`config.mk`:
```
export PLATFORM = sky130hd
export DESIGN_NAME = des_round_controller
export DESIGN_NICKNAME = d
export VERILOG_FILES = /design/src/rtl/des_pkg.sv /design/src/rtl/des_shift_schedule.sv /design/src/rtl/des_round_controller.sv
export SDC_FILE = /design/constraint.sdc
export NUM_CORES = 1
export LEC_CHECK = 0
export ABC_AREA = 1
export CAP_MARGIN = 20
export CORE_UTILIZATION = 40
export DETAILED_ROUTE_END_ITERATION = 6
export PLACE_DENSITY = 0.71
export SETUP_SLACK_MARGIN = 0.3
export SYNTH_ARGS = -nofsm -noshare
export SYNTH_HDL_FRONTEND = slang
export SYNTH_SLANG_ARGS = --single-unit
```
`constraint.sdc`:
```
create_clock -name i_clk -period 2 [get_ports i_clk]
set_input_delay 0.2 -clock i_clk [delete_from_list [all_inputs] [get_ports i_clk]]
set_output_delay 0.2 -clock i_clk [all_outputs]
set_load 0.1 [all_outputs]
```
`src/rtl/des_pkg.sv`:
```
// Shared DES controller types: FSM states, key-schedule rotate tables, round count.
package des_pkg;

  localparam int DES_ROUNDS = 16;

  typedef enum logic [2:0] {
    IDLE  = 3'd0,
    LOAD  = 3'd1,
    ROUND = 3'd2,
    FINAL = 3'd3,
    DONE  = 3'd4
  } state_t;

  // Element [i] is the C/D rotate amount for round i (index 15 listed first).
  localparam logic [DES_ROUNDS-1:0][1:0] ENC_SHIFT = {
    2'd1, 2'd2, 2'd2, 2'd2, 2'd2, 2'd2, 2'd2, 2'd1,
    2'd2, 2'd2, 2'd2, 2'd2, 2'd2, 2'd2, 2'd1, 2'd1
  };

  // Decrypt rotates right; round 0 needs no rotate because C/D start at PC1(key).
  localparam logic [DES_ROUNDS-1:0][1:0] DEC_SHIFT = {
    2'd1, 2'd2, 2'd2, 2'd2, 2'd2, 2'd2, 2'd2, 2'd1,
    2'd2, 2'd2, 2'd2, 2'd2, 2'd2, 2'd2, 2'd1, 2'd0
  };

endpackage

```
`src/rtl/des_shift_schedule.sv`:
```
// Combinational key-schedule lookup: rotate amount and direction for the current round.
module des_shift_schedule
  import des_pkg::*;
(
  input  logic [3:0] round_idx,
  input  logic       mode,
  input  logic       round_en,
  output logic [1:0] shift_amt,
  output logic       shift_dir
);

  always_comb begin
    shift_amt = 2'd0;
    shift_dir = 1'b0;
    if (round_en) begin
      shift_amt = mode ? DEC_SHIFT[round_idx] : ENC_SHIFT[round_idx];
      shift_dir = mode;
    end
  end

endmodule

```
`src/rtl/des_round_controller.sv`:
```
// DES round sequencer: drives load/round/final strobes to an external datapath.
module des_round_controller
  import des_pkg::*;
#(
  parameter int NUM_ROUNDS = DES_ROUNDS
) (
  input  logic       i_clk,
  input  logic       i_rst,
  input  logic       i_valid,
  input  logic       i_decrypt,
  output logic       o_ready,
  output logic       o_valid,
  input  logic       i_ready,
  input  logic       i_abort,
  output logic       o_load,
  output logic       o_round_en,
  output logic [3:0] o_round_idx,
  output logic [1:0] o_shift_amt,
  output logic       o_shift_dir,
  output logic       o_final,
  output logic       o_busy
);

  localparam logic [3:0] LAST_IDX = 4'(NUM_ROUNDS - 1);

  state_t     state;
  logic [3:0] cnt;
  logic       mode;

  // Counter is cleared whenever ROUND is left, so round_idx reads 0 outside ROUND.
  always_ff @(posedge i_clk or posedge i_rst) begin
    if (i_rst) begin
      state <= IDLE;
      cnt   <= 4'd0;
      mode  <= 1'b0;
    end else begin
      case (state)
        IDLE: if (i_valid && !i_abort) begin
          mode  <= i_decrypt;
          state <= LOAD;
        end
        LOAD: begin
          cnt   <= 4'd0;
          state <= i_abort ? IDLE : ROUND;
        end
        ROUND: begin
          if (i_abort) begin
            cnt   <= 4'd0;
            state <= IDLE;
          end else if (cnt == LAST_IDX) begin
            cnt   <= 4'd0;
            state <= FINAL;
          end else begin
            cnt <= cnt + 4'd1;
          end
        end
        FINAL: state <= i_abort ? IDLE : DONE;
        DONE:  if (i_ready || i_abort) state <= IDLE;
        default: begin
          cnt   <= 4'd0;
          state <= IDLE;
        end
      endcase
    end
  end

  assign o_ready     = (state == IDLE);
  assign o_busy      = (state != IDLE);
  assign o_load      = (state == LOAD);
  assign o_round_en  = (state == ROUND);
  assign o_final     = (state == FINAL);
  assign o_valid     = (state == DONE);
  assign o_round_idx = cnt;

  des_shift_schedule u_sched (
    .round_idx (cnt),
    .mode      (mode),
    .round_en  (o_round_en),
    .shift_amt (o_shift_amt),
    .shift_dir (o_shift_dir)
  );

endmodule

```
-- Word-level counts from Yosys, hierarchy flattened
Memory sizes are Yosys's and may differ from the RTL's.
Index checks and enable logic that the tools add are counted.
- ROM bits: 64
- register bits: 8
- memories: 2
- output and inout port bits: 13
- equal/unequal tests: 8
- reductions and logical operators: 8
- $add $sub $neg: 1
- order comparisons: 1
- muxes and demuxes: 15
- memory list (memory ; words ; bits a word ; rd ports ; clocked after Yosys merged registers in ; wr ports ; line ; text):
    (no name shown) ; 16 ; 2 ; 1 ; 0 ; 0 ; des_shift_schedule.sv:16 ; shift_amt = mode ? DEC_SHIFT[round_idx] : ENC_SHIFT[round_idx];
    (no name shown) ; 16 ; 2 ; 1 ; 0 ; 0 ; des_shift_schedule.sv:16 ;
- operators by type and width (operator ; count):
    3-bit two-way mux ; 5
    3-bit one-hot mux with 5 select lines ; 1
    2-bit two-way mux ; 5
    4-bit two-way mux ; 2
    4-bit one-hot mux with 2 select lines ; 1
    3-bit by 2-bit equality test with 1-bit output, second input constant ; 2
    4-bit by 5-bit < comparator with 1-bit output, second input constant ; 1
    4-bit by 1-bit adder with 4-bit output, second input constant ; 1
    4-bit equality test, second input constant ; 1
    2-bit by 1-bit inequality test with 1-bit output, second input constant ; 2
    3-bit by 1-bit equality test with 1-bit output, second input constant ; 1
    3-bit equality test, second input constant ; 1
    3-bit logical NOT ; 1
    3-bit by 2-bit inequality test with 1-bit output, second input constant ; 1
    3-bit AND reduction ; 1
    3-bit nonzero test ; 1
    3-bit OR reduction ; 1
    2-bit AND reduction ; 1
    1-bit logical AND ; 1
    1-bit logical NOT ; 1
    1-bit logical OR ; 1
    1-bit two-way mux ; 1

-- Logic depth before layout (Yosys ltp)
Gate-level depths: netlist (run 1).
- word-level depth: 4
- mapped depth: 7
- depth with buffers taken out: 7

-- Cells and area by module
A second synthesis (run 1) with hierarchy kept.
- cells, all modules: 83
- area total of the unflattened synthesis: 551.8 µm²
- modules (own cells, without submodules) (module ; cells each ; area an instance (µm²) ; instances):
    des_round_controller ; 66 ; 478.0 ; 1
    des_shift_schedule ; 17 ; 73.8 ; 1

-- Least setup slack after synthesis (run 1)
No wires, ideal clock.
- path kind: reg-to-output
- from: register state[2]
- to: output o_shift_amt[1]
- buffers on the path: 0
- setup slack: -1.635 ns
- arrival time: 3.435 ns
- cell stages (with the launch flop): 4
- cell sequence: dfrtp_1 -> nor3_2 -> inv_2 -> a21oi_1
- word-level cells in the longest chain between the ends: 2
- RTL lines (what ; line ; text):
    start, declared ; des_round_controller.sv:26 ; state_t state;
    start signal, assigned ; des_round_controller.sv:44 ; state <= i_abort ? IDLE : ROUND;
    start signal, assigned ; des_round_controller.sv:57 ; FINAL: state <= i_abort ? IDLE : DONE;
    3-bit by 2-bit equality test with 1-bit output ; des_round_controller.sv:70 ; assign o_round_en = (state == ROUND);
    via o_round_en ; des_round_controller.sv:16 ; output logic o_round_en,
    2-bit two-way mux ; des_shift_schedule.sv:15 ; if (round_en) begin
    end, declared ; des_round_controller.sv:18 ; output logic [1:0] o_shift_amt,
The timed path passes the listed nets, and every way through them passes these cells.

-- Worst setup path in the final report (run 1)
- from: register cnt[0], in the netlist o_round_idx[0]
- to: output o_shift_amt[0]
- word-level cells in the longest chain between the ends: 4
- elaborated cells between the ends (all ways): 6
- classes of those cells: mux (4); memory (2)
- RTL lines (what ; line ; text):
    start, declared ; des_round_controller.sv:27 ; logic [3:0] cnt;
    start signal, assigned ; des_round_controller.sv:54 ; cnt <= cnt + 4'd1;
    memory 16 x 2 bit ; n/a ;
    2-bit two-way mux (implied by the code) ; des_shift_schedule.sv:16 ;
    2-bit two-way mux (*) ; des_shift_schedule.sv:16 ;
    2-bit two-way mux (*) ; des_shift_schedule.sv:15 ;
Every way passes the cells marked *; elsewhere a longest branch is shown, timed or not. The select of a mux whose other input is x is not followed.

==> impl_metrics.json, run 1 <==
{
  "rsz0062_at_grt": "yes",
  "finalSetupTns_ns": 0,
  "antenna_found_initial": 0,
  "dieHeight_um": 40.3,
  "hold_path_class": "in2async",
  "crit_arrival_ns": 1.46,
  "maxSlewViolCount": 0,
  "numCtsBuffers": 3,
  "root_buffer": "clkbuf_4",
  "htreeDepth": 1,
  "first_pass_iters": 4,
  "clkLatencyLatePin_ns": 0.25,
  "crit_path_end_kind": "primary output",
  "fp-row-count": 13,
  "powerDensity_nw_per_um2": 1630,
  "met2_usage_pct": 35.5,
  "cts_tree": "done",
  "drive_above_1_share_pct": 41.7,
  "grt_use_total_pct": 20.4,
  "dp.cells": 115,
  "cp-start-kind": "flip-flop",
  "finalHoldViolations": 0,
  "antennaDiodeCount": 0,
  "synthCells": 82,
  "gp_congestion": 0.796,
  "grt_max_degree": 9,
  "yosys_warnings": 0,
  "max_clock_freq_mhz": 604,
  "grt_use_met3_pct": 1.67,
  "grt_pass1_vias": 526,
  "syn_to_final_growth_pct": 65.9,
  "swShare_pct": 59.4,
  "critPathMaxStageDelay_ns": 0.43,
  "slowest_stage": "dfrtp_2",
  "cts_sinks": 8,
  "finalPower_mw": 1.59,
  "drt_iter0_markers": 17,
  "cap_violations": 0,
  "gr-usage-met1_pct": 26.3,
  "skew_ns": 0.00764,
  "worstReg2RegStart": "state[0]",
  "comb_power_share_pct": 74.8,
  "grt_pass1_wl_mm": 2.15,
  "syn_nets": 93,
  "drc": 0,
  "p_leak_nw": 0.442,
  "design_area_um2": 973,
  "io_pins": 19,
  "grt.busiest_layer": "met2",
  "clock_path_buffers": 2,
  "power_switching_uw": 943,
  "numPortBuffers": 18,
  "outcome": "finished, final reports clean",
  "p_int_uw": 644,
  "synth_top_area_share_pct": 34.1,
  "wire_per_inst_um": 11.7,
  "critPathRequiredTime_ns": 1.80,
  "drt_wl_total_mm": 1.44,
  "die-width_um": 40.3,
  "syn_area_per_cell_um2": 7.16,
  "seqPwrFrac_pct": 16.7,
  "clkTransAtPathRegs_ns": 0.06,
  "clkPwrFrac_pct": 8.5,
  "crit_chain": "buf_4 -> ha_1 -> nand2_1 -> nand3_1 -> nand3_2 -> nor2_4 -> buf_12",
  "ir_drop_mv": 1.27,
  "num_vias": 635,
  "finalCritPeriodShare_pct": 82.8,
  "period_minus_slack_ns": 1.66,
  "synth_area_leaders": "dfrtp_1 34%, ha_1 11%, nand3_1 9.4%",
  "netlist_area_um2": 587,
  "n_fill_cell": 101,
  "setup_viol_count_final": 0,
  "nets": 120,
  "setup_ws_ns": 0.344,
  "relSlewSlack_pct": 78.8,
  "core_area_um2": 1330,
  "crit_fanout": 4,
  "initial_utilization_pct": 44.0,
  "dp_slack_ns": 0.464,
  "critPathLaunch": "o_round_idx[0]",
  "ys_ff_latch": 8,
  "dp_hpwl_mm": 1.14,
  "overflow": 0,
  "die_area_um2": 1620,
  "yosysTopAreaCell": "dfrtp_1",
  "synth.distinct_cells": 17,
  "tightestPinTransition_ns": 0.316,
  "via_per_inst": 5.16,
  "place_area_um2": 903,
  "finalNonFillerCells": 123,
  "postRouteAntennaNets": 0,
  "ys_seq_area_share_pct": 34.1,
  "path_class": "reg2out"
}
[routing by layer]
metal,vias to the layer above,part of all wire (%)
li1,317,-
met3,0,5.6
met1,291,46
met4,0,0
met2,27,49
met5,-,0
[cells in the final DEF (no fill, tap or decap)]
| cell | netlist | routed |
|---|---|---|
| a21oi_1 | 2 | 1 |
| a21oi_2 | 1 | 1 |
| a21oi_4 | 0 | 1 |
| buf_12 | 0 | 8 |
| buf_4 | 0 | 9 |
| clkbuf_1 | 0 | 1 |
| clkbuf_4 | 0 | 3 |
| clkdlybuf4s50_1 | 0 | 5 |
| clkinvlp_4 | 0 | 1 |
| dfrtp_1 | 8 | 4 |
| dfrtp_2 | 0 | 4 |
| ha_1 | 5 | 4 |
| ha_2 | 0 | 1 |
| inv_1 | 13 | 8 |
| inv_2 | 2 | 6 |
| nand2_1 | 14 | 14 |
| nand2_4 | 1 | 1 |
| nand3_1 | 11 | 9 |
| nand3_2 | 0 | 2 |
| nand4_1 | 4 | 4 |
| nor2_1 | 11 | 7 |
| nor2_2 | 1 | 2 |
| nor2_4 | 1 | 4 |
| nor3_4 | 0 | 1 |
| o21ai_0 | 5 | 4 |
| o21ai_1 | 1 | 2 |
| or2_2 | 1 | 1 |
[synth_stat cells (all sizes together)]
master,n
a21oi,3
dfrtp,8
ha,5
inv,15
nand2,15
nand3,11
nand4,4
nor2,13
nor3,1
o21ai,6
or2,1
[area by class of cell]
cell class	instances	area [um2]	share of cell area, %
Clock buffer	4	26.3	2.70
Inverter	15	60.1	6.17
Timing Repair Buffer	22	278	28.5
Multi-Input combinational cell	59	385	39.6
Tap cell	15	18.8	1.93
Sequential cell	8	205	21.1
[metrics by stage]
| stage | util, % | hold slack [ns] |
|---|---|---|
| 4_1_cts | 72.0 | 0.205 |
| 2_1_floorplan | - | 0.0155 |
| 5_1_grt | 73.0 | 0.217 |
| 6_report | 73.0 | 0.198 |
| 3_3_place_gp | 67.7 | 0.461 |
| 3_5_place_dp | 67.7 | 0.482 |
[final timing paths]
check | end | slack [ns] | depth (start not counted)
worst min register to register | mode | 0.60 | 2
worst max register to register | mode | 0.74 | 6
worst min-delay path | mode | 0.20 | 2
max in group asynchronous | state[0] | 1.54 | 2
min in group i_clk | mode | 0.51 | 3
worst max-delay path | o_shift_amt[0] | 0.34 | 7
[timing repair]
item	4_1_cts	5_1_grt
pin swaps	2	3
resized for setup	4	3
buffers inserted	3	1
hold endpoints to repair	0	0
hold buffers	0	0
setup endpoints to repair	2	3
[flip-flops by register name (all words and copies together), names as in the netlist]
signal and cells:
o_round_idx 4, state 3, mode 1
[worst max-delay path, delay by kind of cell, from the launching register on]
| kind | cells | cell delay (ns) |
|---|---|---|
| flip-flops | 1 | 0.43 |
| adder cells (fa/ha/maj) | 1 | 0.19 |
| AND/OR/NAND/NOR | 4 | 0.27 |
| buffers and inverters | 2 | 0.31 |
[cell families (layout without fill, tap and decap cells)]
group	count (synthesis)	count (layout)	synth area share, %
simple gates	45	45	37.3
compound gates	9	9	8.31
fa+ha+maj	5	5	10.7
buf+inv	15	41	9.60
flops	8	8	34.1
[power by group through the flow]
stage	combinational, mW	clock, mW	sequential [mW]
floorplan	0.761	0	0.329
global placement	1.14	0	0.268
detailed placement	1.14	0	0.270
CTS	1.18	0.139	0.262
global route	1.24	0.149	0.270
finish	1.19	0.135	0.265
No activity file was read; power rests on OpenSTA's default activity.
==> inputs of run 2 (changes only) <==
--- a/config.mk
+++ b/config.mk
@@ -7,9 +7,9 @@
 export LEC_CHECK = 0
 export ABC_AREA = 1
 export CAP_MARGIN = 20
-export CORE_UTILIZATION = 40
+export CORE_UTILIZATION = 39
 export DETAILED_ROUTE_END_ITERATION = 6
-export PLACE_DENSITY = 0.71
+export PLACE_DENSITY = 0.72
 export SETUP_SLACK_MARGIN = 0.3
 export SYNTH_ARGS = -nofsm -noshare
 export SYNTH_HDL_FRONTEND = slang
==> constraint.sdc (replaced) <==
create_clock -name i_clk -period 1.5 [get_ports i_clk]
set_input_delay 0.15 -clock i_clk [delete_from_list [all_inputs] [get_ports i_clk]]
set_output_delay 0.15 -clock i_clk [all_outputs]
set_load 0.1 [all_outputs]
==> impl_metrics.json, run 2 <==
{
  "yosys.area_share.adder_pct": 10.7,
  "antenna_found_initial": 0,
  "io_pins": 19,
  "grt_max_degree": 9,
  "syn_nets": 93,
  "synth_most_common_cell": "nand2_1",
  "worstEndpointType": "output port",
  "synth-xor-area-share_pct": 0,
  "ys_seq_area_share_pct": 34.1,
  "initial_utilization_pct": 43.5,
  "synthSimpleGateAreaFrac_pct": 37.3,
  "synth_common_cells": "14 x nand2_1, 13 x inv_1, 11 x nand3_1, 11 x nor2_1, 8 x dfrtp_1",
  "dp.cells": 119,
  "numPortBuffers": 18,
  "flow.first_error": "[ERROR DPL-0033] detailed placement checks failed during check placement.",
  "ys_ff_latch": 8,
  "synth_compound_gate_area_share_pct": 8.32,
  "gp_congestion": 0.809,
  "synth_top_family_by_area": "simple AND/OR/NAND/NOR gates",
  "synthFlopType": "dfrtp_1",
  "clock_path_buffers": 2,
  "synth_top_area_share_pct": 34.1,
  "htreeDepth": 1,
  "yosys_warnings": 0,
  "worst_endpoint": "o_shift_amt[0]",
  "place_area_um2": 1010,
  "fp-row-count": 13,
  "dieHeight_um": 40.8,
  "syn_area_per_cell_um2": 7.16,
  "synthCells": 82,
  "dp_hpwl_mm": 1.26,
  "root_buffer": "clkbuf_4",
  "synth.distinct_cells": 17,
  "cts_sinks": 8,
  "netlist_area_um2": 587,
  "async_flop_share_pct": 100,
  "stop_stage": "5_1_grt",
  "synth_edf_count": 0,
  "synth_area_leaders": "dfrtp_1 34%, ha_1 11%, nand3_1 9.4%",
  "dp_slack_ns": 0.0251,
  "postCtsHoldBufs": 0,
  "numCtsBuffers": 3,
  "outcome": "stopped before the end",
  "synth.mux.area_fraction_pct": 0,
  "yosysTopAreaCell": "dfrtp_1",
  "die-width_um": 40.8
}
run 2: logic make-up after synthesis:
family | after synthesis
AO/OA/AOI/OAI | 9
buffers and inverters | 15
AND/OR/NAND/NOR | 45
flip-flops | 8
adder cells (fa/ha/maj) | 5
run 2: stage by stage:
step / utilization [%] / hold WS [ns]
after detailed placement: 74.8 / 0.414
after global placement: 74.8 / 0.410
after floorplan: - / -0.0346
after CTS: 91.1 / 0.153
run 2: repair_timing:
action | 4_1_cts
setup endpoints to repair | 14
pin swaps | 8
setup buffers | 15
gates resized for setup | 26
cloned | 0
==> inputs of run 3 (changes only) <==
--- a/config.mk
+++ b/config.mk
@@ -7,10 +7,10 @@
 export LEC_CHECK = 0
 export ABC_AREA = 1
 export CAP_MARGIN = 20
-export CORE_UTILIZATION = 39
+export CORE_AREA = 2 2 63 65
 export DETAILED_ROUTE_END_ITERATION = 6
-export PLACE_DENSITY = 0.72
-export SETUP_SLACK_MARGIN = 0.3
+export DIE_AREA = 0 0 65 67
+export PLACE_DENSITY_LB_ADDON = 0.15
 export SYNTH_ARGS = -nofsm -noshare
 export SYNTH_HDL_FRONTEND = slang
 export SYNTH_SLANG_ARGS = --single-unit
==> constraint.sdc (replaced) <==
create_clock -name i_clk -period 2 [get_ports i_clk]
set_input_delay 0.2 -clock i_clk [delete_from_list [all_inputs] [get_ports i_clk]]
set_output_delay 0.2 -clock i_clk [all_outputs]
set_load 0.1 [all_outputs]
==> impl_metrics.json, run 3 (same netlist as run 1, synthesis figures left out) <==
{
  "root_buffer": "clkbuf_8",
  "tightestPinTransition_ns": 0.478,
  "timing.reg2reg.setup_slack_ns": 0.75,
  "skew_ns": 0.000230,
  "setup_viol_count_final": 0,
  "cts_resized": 0,
  "crit_arrival_ns": 1.53,
  "path_class": "reg2out",
  "drive_above_1_share_pct": 34.6,
  "hold_path_class": "in2async",
  "reg2reg_to": "mode",
  "clkPwrFrac_pct": 13.1,
  "dp_hpwl_mm": 1.33,
  "drt_iter0_markers": 4,
  "critPathRequiredTime_ns": 1.80,
  "p_int_uw": 682,
  "grt_max_degree": 9,
  "postRouteAntennaNets": 0,
  "antennaDiodeCount": 0,
  "finalCritPeriodShare_pct": 86.5,
  "cp-start-kind": "flip-flop",
  "cts_tree": "done",
  "nets": 116,
  "grt_pass1_wl_mm": 2.69,
  "dieHeight_um": 67,
  "crit_fanout": 6,
  "numCtsBuffers": 3,
  "cts_sinks": 8,
  "relSlewSlack_pct": 67.8,
  "clkLatencyLatePin_ns": 0.23,
  "largest_reg_flops": 4,
  "comb_power_share_pct": 70.6,
  "seqPwrFrac_pct": 16.3,
  "drt_wl_total_mm": 1.58,
  "htreeDepth": 1,
  "p_leak_nw": 0.430,
  "ir_drop_mv": 0.803,
  "postCtsSetupRepairBufs": 0,
  "cap_violations": 0,
  "finalPower_mw": 1.63,
  "layout_common_cells": "14 x nand2_1, 10 x inv_1, 10 x nand3_1, 8 x buf_12, 7 x nor2_1",
  "dp_slack_ns": 0.515,
  "wire_per_inst_um": 10.4,
  "critPathMaxStageDelay_ns": 0.43,
  "antenna_found_initial": 0,
  "final_common_cell": "nand2_1",
  "finalHoldViolations": 0,
  "r2r.worst_path.cells": 6,
  "worstReg2RegStart": "state[0]",
  "overflow": 0,
  "maxSlewViolCount": 0,
  "clkTransAtPathRegs_ns": 0.05,
  "die_area_um2": 4360,
  "num_vias": 607,
  "initial_utilization_pct": 16.3,
  "clock_path_buffers": 2,
  "power_switching_uw": 944,
  "powerDensity_nw_per_um2": 1640,
  "io_pins": 19,
  "numPortBuffers": 18,
  "setup_ws_ns": 0.270,
  "drc": 0,
  "grt_use_total_pct": 8.50,
  "grt_pass1_vias": 589,
  "outcome": "finished, final reports clean",
  "slowest_stage": "dfrtp_2",
  "die-width_um": 65,
  "period_minus_slack_ns": 1.73,
  "gp_congestion": 0.847,
  "syn_to_final_growth_pct": 68.7,
  "crit_path_end_kind": "primary output",
  "via_per_inst": 3.99,
  "first_pass_iters": 4,
  "crit_chain": "o21ai_0 -> nor2_1 -> nor2_4 -> buf_12",
  "postCtsHoldBufs": 0,
  "fp-row-count": 22,
  "swShare_pct": 58.0,
  "rsz0062_at_grt": "no",
  "core_area_um2": 3610,
  "max_clock_freq_mhz": 578
}
run 3: routing by layer:
metal / global-route usage [%] / part of all wire (%)
met1: 9.87 / 44
met2: 13.5 / 47
met3: 3.04 / 6.3
met4: 4.79 / 2.0
met5: 0 / 0
run 3: how the worst max path moves through the flow:
stage,startpoint,end,cells after the start
6_report,o_round_idx[1],o_shift_amt[0],4
5_1_grt,o_round_idx[2],o_shift_amt[0],4
4_1_cts,o_round_idx[1],o_shift_amt[0],4
3_5_place_dp,o_round_idx[1],o_shift_amt[0],4
3_3_place_gp,o_round_idx[2],o_shift_amt[0],4
2_1_floorplan,state[1],o_shift_amt[1],4
run 3: layout make-up:
type / count / area [um2]
sequential: 8 / 204
fill: 395 / 2620
timing repair buffer: 18 / 248
inverter: 15 / 60.1
tap: 48 / 60.1
clock buffer: 4 / 45.0
multi-input combinational: 59 / 373
run 3: critical path: cells and delay by family, from the launching register on:
kind | cells | cell delay, ns
compound gates | 1 | 0.42
buf+inv | 1 | 0.18
flops | 1 | 0.43
simple gates | 2 | 0.25
run 3: power by group through the flow:
stage | logic [mW] | registers, mW | clock network (mW)
after CTS | 1.16 | 0.265 | 0.215
final | 1.15 | 0.264 | 0.214
after global routing | 1.21 | 0.274 | 0.224
after detailed placement | 1.16 | 0.267 | 0
after floorplan | 0.761 | 0.329 | 0
after global placement | 1.16 | 0.267 | 0
run 3: stage by stage:
step / std cells / area [um2] / setup TNS, ns / util [%] / hold WS (ns)
6_report: 152 / 990 / 0 / 27.4 / 0.232
5_1_grt: 152 / 990 / 0 / 27.4 / 0.286
4_1_cts: 152 / 990 / 0 / 27.4 / 0.246
3_5_place_dp: 148 / 945 / 0 / 26.2 / 0.494
3_3_place_gp: 148 / 945 / 0 / 26.2 / 0.481
2_1_floorplan: 82 / 637 / -1.11 / - / 0.0155
==> inputs of run 4 (changes only) <==
--- a/config.mk
+++ b/config.mk
@@ -7,9 +7,9 @@
 export LEC_CHECK = 0
 export ABC_AREA = 1
 export CAP_MARGIN = 20
-export CORE_AREA = 2 2 63 65
+export CORE_AREA = 3 3 64 66
 export DETAILED_ROUTE_END_ITERATION = 6
-export DIE_AREA = 0 0 65 67
+export DIE_AREA = 0 0 67 69
 export PLACE_DENSITY_LB_ADDON = 0.15
 export SYNTH_ARGS = -nofsm -noshare
 export SYNTH_HDL_FRONTEND = slang
==> impl_metrics.json, run 4 (same netlist as run 1, synthesis figures left out) <==
{
  "outcome": "finished, final reports clean",
  "via_per_inst": 4.02,
  "cp-start-kind": "flip-flop",
  "swShare_pct": 58.0,
  "finalCritPeriodShare_pct": 87.9,
  "postRouteAntennaNets": 0,
  "n_fill_cell": 410,
  "syn_to_final_growth_pct": 68.7,
  "initial_utilization_pct": 16.2,
  "hold_path_class": "in2async",
  "rsz0062_at_grt": "no",
  "path_class": "reg2out",
  "nets": 116,
  "die-width_um": 67,
  "skew_ns": 0.00317,
  "final_common_cell": "nand2_1",
  "seqPwrFrac_pct": 16.5,
  "maxSlewViolCount": 0,
  "comb_power_share_pct": 70.6,
  "setup_viol_count_final": 0,
  "overflow": 0,
  "drt_iter0_markers": 17,
  "finalHoldViolations": 0,
  "first_pass_iters": 3,
  "drive_above_1_share_pct": 34.6,
  "clkPwrFrac_pct": 13.0,
  "crit_fanout": 5,
  "cts_tree": "done",
  "crit_arrival_ns": 1.56,
  "largest_reg_flops": 4,
  "tightestPinTransition_ns": 0.460,
  "postCtsHoldBufs": 0,
  "cts_resized": 0,
  "power_switching_uw": 942,
  "drt_wl_total_mm": 1.68,
  "grt_pass1_vias": 616,
  "wire_per_inst_um": 11.0,
  "grt_use_total_pct": 7.91,
  "crit_path_end_kind": "primary output",
  "num_vias": 611,
  "grt_max_degree": 9,
  "p_leak_nw": 0.430,
  "cap_violations": 0,
  "fp-row-count": 22,
  "max_clock_freq_mhz": 569,
  "postCtsSetupRepairBufs": 0,
  "core_area_um2": 3630,
  "setup_ws_ns": 0.242,
  "critPathRequiredTime_ns": 1.80,
  "clock_path_buffers": 2,
  "dp_hpwl_mm": 1.35,
  "root_buffer": "clkbuf_8",
  "final_util_pct": 27.2,
  "drc": 0,
  "relSlewSlack_pct": 69.0,
  "clkLatencyLatePin_ns": 0.23,
  "cts_sinks": 8,
  "place_area_um2": 945,
  "antenna_found_initial": 0,
  "antennaDiodeCount": 0,
  "period_minus_slack_ns": 1.76,
  "htreeDepth": 1,
  "layout_common_cells": "14 x nand2_1, 10 x inv_1, 10 x nand3_1, 8 x buf_12, 7 x nor2_1",
  "timing.reg2reg.setup_slack_ns": 0.74,
  "design_area_um2": 990,
  "powerDensity_nw_per_um2": 1640,
  "p_int_uw": 681,
  "clkTransAtPathRegs_ns": 0.05,
  "ir_drop_mv": 0.656,
  "io_pins": 19,
  "gp_congestion": 0.815,
  "dieHeight_um": 69,
  "die_area_um2": 4620,
  "grt_pass1_wl_mm": 2.81,
  "dp_slack_ns": 0.490,
  "numPortBuffers": 18,
  "numCtsBuffers": 3
}
## run 4: cell counts in the layout (fill, tap and decap cells not counted)
No cell type changed its count.
## run 4: worst max-delay path, stage by stage, from the launching register on
cell and delay (ns):
dfrtp_1 0.37, inv_2 0.09, nor3_4 0.37, inv_2 0.15
a21oi_4 0.16, buf_12 0.19
## run 4: metrics by stage
step	total power, mW	hold WS, ns	std cells	TNS, ns
2_1_floorplan	1.09	0.0155	82	-1.11
3_3_place_gp	1.42	0.487	148	0
3_5_place_dp	1.42	0.494	148	0
4_1_cts	1.64	0.241	152	0
5_1_grt	1.71	0.261	152	0
6_report	1.62	0.233	152	0
## run 4: per-layer routing
metal	global-route usage, %	routed length, um	up-vias
met2	11.7	787	15
met5	0	0	-
li1	-	-	309
met3	3.42	130	2
met4	2.70	14	0
met1	10.1	744	285
## run 4: final cells by class
class | instances | area (um2) | share of cell area, %
tap | 48 | 60.1 | 6.07
multi-input combinational | 59 | 373 | 37.7
timing repair buffer | 18 | 248 | 25.0
sequential | 8 | 204 | 20.6
clock buffer | 4 | 45.0 | 4.55
inverter | 15 | 60.1 | 6.07
## run 4: path summary, 6_finish.rpt
kind,from,to,cells after the start
min in group i_clk,mode,mode,2
hold / removal,i_rst,o_round_idx[2],2
hold reg to reg,mode,mode,2
setup reg to reg,state[0],mode,6
setup / recovery,state[1],o_shift_amt[1],5
max in group asynchronous,i_rst,o_round_idx[1],2
## run 4: power groups by stage
stage	Sequential (mW)	Clock [mW]	Combinational (mW)
floorplan	0.329	0	0.761
global placement	0.270	0	1.15
detailed placement	0.270	0	1.15
CTS	0.268	0.221	1.15
global route	0.277	0.233	1.20
finish	0.267	0.210	1.14
